**src/rtl/instruction_fetch_unit.sv**
```systemverilog
// instruction_fetch_unit: single-issue fetch stage with a one-entry hold buffer and redirect support
module instruction_fetch_unit #(
  parameter int N = 32,
  parameter logic [N-1:0] RESET_PC = '0,
  parameter logic [N-1:0] NOP_INSTR = N'(32'h00000013)
) (
  input  logic         clk,
  input  logic         reset,
  input  logic         stall,
  input  logic         branch_taken,
  input  logic [N-1:0] branch_target,
  output logic         imem_req,
  output logic [N-1:0] imem_addr,
  input  logic         imem_ready,
  input  logic [N-1:0] imem_rdata,
  output logic [N-1:0] pc_out,
  output logic [N-1:0] instruction_out,
  output logic [N-1:0] pc_plus4_out,
  output logic         valid_out
);
  typedef enum logic {FETCH = 1'b0, HOLD = 1'b1} state_t;
  localparam logic [N-1:0] FOUR = N'(4);
  state_t r_state, w_state_nx;
  logic [N-1:0] r_pc, w_pc_nx, r_hold_pc, w_hold_pc_nx, r_hold_instr, w_hold_instr_nx;
  logic [N-1:0] r_pc_out, w_pc_out_nx, r_instr, w_instr_nx, r_pc4, w_pc4_nx;
  logic r_valid, w_valid_nx;
  logic [N-1:0] w_pc_plus4, w_hold_plus4;
  assign w_pc_plus4 = r_pc + FOUR;
  assign w_hold_plus4 = r_hold_pc + FOUR;
  assign imem_req = (r_state == FETCH) && !reset;
  assign imem_addr = r_pc;
  assign pc_out = r_pc_out;
  assign instruction_out = r_instr;
  assign pc_plus4_out = r_pc4;
  assign valid_out = r_valid;
  always_comb begin
    w_state_nx = r_state;
    w_pc_nx = r_pc;
    w_hold_pc_nx = r_hold_pc;
    w_hold_instr_nx = r_hold_instr;
    w_pc_out_nx = r_pc_out;
    w_instr_nx = r_instr;
    w_pc4_nx = r_pc4;
    w_valid_nx = r_valid;
    if (branch_taken) begin
      w_pc_nx = {branch_target[N-1:2], 2'b00};
      w_state_nx = FETCH;
      w_hold_pc_nx = '0;
      w_hold_instr_nx = '0;
      w_pc_out_nx = '0;
      w_instr_nx = NOP_INSTR;
      w_pc4_nx = '0;
      w_valid_nx = 1'b0;
    end else if (r_state == FETCH) begin
      if (imem_ready && !stall) begin
        w_pc_out_nx = r_pc;
        w_instr_nx = imem_rdata;
        w_pc4_nx = w_pc_plus4;
        w_valid_nx = 1'b1;
        w_pc_nx = w_pc_plus4;
      end else if (imem_ready) begin
        // downstream busy: park the completed fetch so it is not lost
        w_hold_pc_nx = r_pc;
        w_hold_instr_nx = imem_rdata;
        w_pc_nx = w_pc_plus4;
        w_state_nx = HOLD;
      end else if (!stall) begin
        w_pc_out_nx = '0;
        w_instr_nx = NOP_INSTR;
        w_pc4_nx = '0;
        w_valid_nx = 1'b0;
      end
    end else if (!stall) begin
      w_pc_out_nx = r_hold_pc;
      w_instr_nx = r_hold_instr;
      w_pc4_nx = w_hold_plus4;
      w_valid_nx = 1'b1;
      w_state_nx = FETCH;
    end
  end
  always_ff @(posedge clk) begin
    if (reset) begin
      r_state <= FETCH;
      r_pc <= RESET_PC;
      r_hold_pc <= '0;
      r_hold_instr <= '0;
      r_pc_out <= '0;
      r_instr <= NOP_INSTR;
      r_pc4 <= '0;
      r_valid <= 1'b0;
    end else begin
      r_state <= w_state_nx;
      r_pc <= w_pc_nx;
      r_hold_pc <= w_hold_pc_nx;
      r_hold_instr <= w_hold_instr_nx;
      r_pc_out <= w_pc_out_nx;
      r_instr <= w_instr_nx;
      r_pc4 <= w_pc4_nx;
      r_valid <= w_valid_nx;
    end
  end
endmodule

```
**config.mk**
```make
export PLATFORM = sky130hd
export DESIGN_NAME = instruction_fetch_unit
export DESIGN_NICKNAME = d
export VERILOG_FILES = /design/src/rtl/instruction_fetch_unit.sv
export SDC_FILE = /design/constraint.sdc
export NUM_CORES = 1
export LEC_CHECK = 0
export CAP_MARGIN = 0
export CORE_ASPECT_RATIO = 1.1
export CORE_MARGIN = 1
export CORE_UTILIZATION = 51
export DETAILED_ROUTE_END_ITERATION = 6
export PLACE_DENSITY = 0.85
export SLEW_MARGIN = 20
export SYNTH_ARGS = -nofsm -noshare
export SYNTH_HDL_FRONTEND = slang
export SYNTH_SLANG_ARGS = --single-unit
```
**constraint.sdc**
```tcl
create_clock -name clk -period 2.64 [get_ports clk]
set_input_delay 0.66 -clock clk [delete_from_list [all_inputs] [get_ports clk]]
set_output_delay 0.66 -clock clk [all_outputs]
set_load 0.01 [all_outputs]
```
==> flow_summary.json <==
{
  "fin_nets": 1467,
  "grt_use_total": 0.305,
  "p_leak_nw": 3.96,
  "tns_ps": 0,
  "finalSetupViolCount": 0,
  "top_usage_layer": "met2",
  "wl_per_cell_um": 17.1,
  "grt_max_degree": 72,
  "clockBufferDepth": 2,
  "grt_antenna_before_repair": 0,
  "fillers": 1466,
  "cts.sinks": 186,
  "crit_arrival_ps": 1760,
  "finalCritPeriodShare": 0.916,
  "grt_use_met2": 0.481,
  "worst_pin_slew_ps": 613,
  "finalHoldViolations": 0,
  "start_util": 0.522,
  "portBuffers": 190,
  "drv_cap": 0,
  "power_w": 0.00622,
  "postRouteAntennaNets": 0,
  "synth_edf_count": 0,
  "ir_drop_mv": 0.493,
  "synth-seq-cells": 186,
  "maxSlewHeadroom": 0.591,
  "core_um2": 17700,
  "post_cts_resized": 0,
  "r2r-start": "imem_addr[6]$_SDFFE_PP0P_",
  "final_cell_area_um2": 11900,
  "violations": "DRC",
  "synthArstFlopShare": 0,
  "layout_commonest_cell": "nand2_1",
  "worst-r2r-setup-slack_ps": 270,
  "ios": 199,
  "synthFlopType": "dfxtp_1",
  "drt_first_pass_iters": 7,
  "vias": 9771,
  "drt-total-wl_mm": 28.1,
  "crit_type": "reg -> out",
  "grt_pass1_vias": 8955,
  "cts-root-buf": "clkbuf_16",
  "rows": 51,
  "crit_path_end_kind": "output port",
  "dp_hpwl_mm": 19.0,
  "diodes": 0,
  "synth.distinct_cells": 56,
  "die-area_um2": 18600,
  "finalClockSkew_ps": 8.61,
  "final_cell_mix": "nand2_1 (239), a21oi_1 (192), clkdlybuf4s50_1 (188)",
  "cp.required_ps": 1980,
  "power_density_nw_per_um2": 522,
  "routabilityCongestion": 0.907,
  "ys_top_cells_by_area": "dfxtp_1 (40%), a21oi_1 (10%), nand2_1 (9.8%), nor2_1 (4.4%), nand3_1 (4.0%)",
  "htree_levels": 4,
  "clk_latency_ps": 430,
  "ys_seq_area_frac": 0.404,
  "syn_avg_cell_area_um2": 7.33,
  "grt_pass1_wl_mm": 44.6,
  "cts_tree": "built",
  "numCtsBuffers": 17,
  "met3_usage": 0.0491,
  "postCtsSetupRepairBufs": 0,
  "die_h_um": 143,
  "placed_area_um2": 11400,
  "routed_via_density": 5.93,
  "crit_fanout": 25,
  "path_clk_slew_ps": 70,
  "crit_start": "r_state$_SDFF_PP0_",
  "synth_top_area_frac": 0.404,
  "synth_area_leader_cell": "dfxtp_1",
  "route.detailed.drc": 2,
  "ys_warn_count": 0,
  "status": "finished with violations",
  "gr-total-overflow": 0,
  "final.min_clock_period_ps": 2420,
  "cts_hold_buf": 0,
  "report.final.slew_viol_count": 0,
  "critPathLaunchType": "flop",
  "netlist_instances": 1258,
  "drive_gt1_frac": 0.0767,
  "postLayoutSetupSlackWorst_ps": 222,
  "worstHoldStart": "r_hold_instr[3]$_SDFFE_PP0P_",
  "use_met1": 0.401,
  "drtIter0Drc": 1067,
  "rsz0062_at_grt": "false",
  "dieWidth_um": 130,
  "maxClockFrequency_ghz": 0.414,
  "synthesis.area_um2": 9220,
  "min_path_type": "reg -> reg",
  "area_growth_pct": 29.4,
  "dp_slack_ps": 204
}
## flip-flops by register name, summed over array words and instances (netlist names)
signal	count
valid_out	1
instruction_out	32
r_state	1
r_hold_pc	30
pc_out	30
r_hold_instr	32
pc_plus4_out	30
imem_addr	30
## path summary, 6_finish.rpt
path | to | depth (start not counted)
min reg2reg | r_hold_instr[3]$_SDFFE_PP0P_ | 2
max reg2reg | pc_plus4_out[20]$_SDFFE_PP0P_ | 5
min | r_hold_instr[3]$_SDFFE_PP0P_ | 2
max | imem_req | 2
## cell usage after synthesis, types with 13 or more instances
master	count
a211oi_1	17
a21oi_1	192
a31oi_1	13
buf_1	23
buf_2	22
clkbuf_1	78
dfxtp_1	186
nand2_1	240
nand3_1	73
nand4_1	21
nor2_1	109
nor3_1	21
nor4_1	27
o21ai_0	44
xnor2_1	35
## worst max-delay path: stages, from the launching register on
cell             delay [ps]
dfxtp_2                 720
nor2_1                  100
clkdlybuf4s50_1         500
## where the power goes
| part | switching [W] | total [W] | internal, W |
|---|---|---|---|
| sequential | 0.0000749 | 0.00296 | 0.00288 |
| clock | 0.00117 | 0.00242 | 0.00125 |
| combinational | 0.000464 | 0.000842 | 0.000378 |
## through the flow
step           instances   util  hold slack (ps)
2_1_floorplan       1263      -              433
3_3_place_gp        1615  0.644              439
3_5_place_dp        1615  0.644              445
4_1_cts             1647  0.675              454
5_1_grt             1647  0.675              480
6_report            1647  0.675              454
## layout make-up
| cell class | instances | area (um^2) | area share |
|---|---|---|---|
| sequential | 186 | 3720 | 0.312 |
| clock inverter | 14 | 115 | 0.00965 |
| inverter | 9 | 33.8 | 0.00283 |
| timing repair buffer | 244 | 2360 | 0.198 |
| tap | 238 | 298 | 0.0250 |
| multi-input combinational | 938 | 4960 | 0.416 |
| clock buffer | 18 | 439 | 0.0368 |
## metal layers
layer / share of wire / wire length (um) / vias up
met2: 0.46 / 12900 / 557
li1: - / - / 4634
met5: 0 / 0 / -
met3: 0.10 / 2820 / 101
met4: 0.036 / 1000 / 0
met1: 0.41 / 11400 / 4479
## logic make-up after synthesis
kind of cell,after synthesis,synth area share
mux,11,0.0122
simple gates,556,0.276
fa+ha+maj,2,0.00271
xor+xnor,47,0.0446
other cells,1,0.000407
flops,186,0.404
buf+inv,139,0.0624
compound gates,316,0.198
Note: power is estimated with default switching activity, not from simulation.
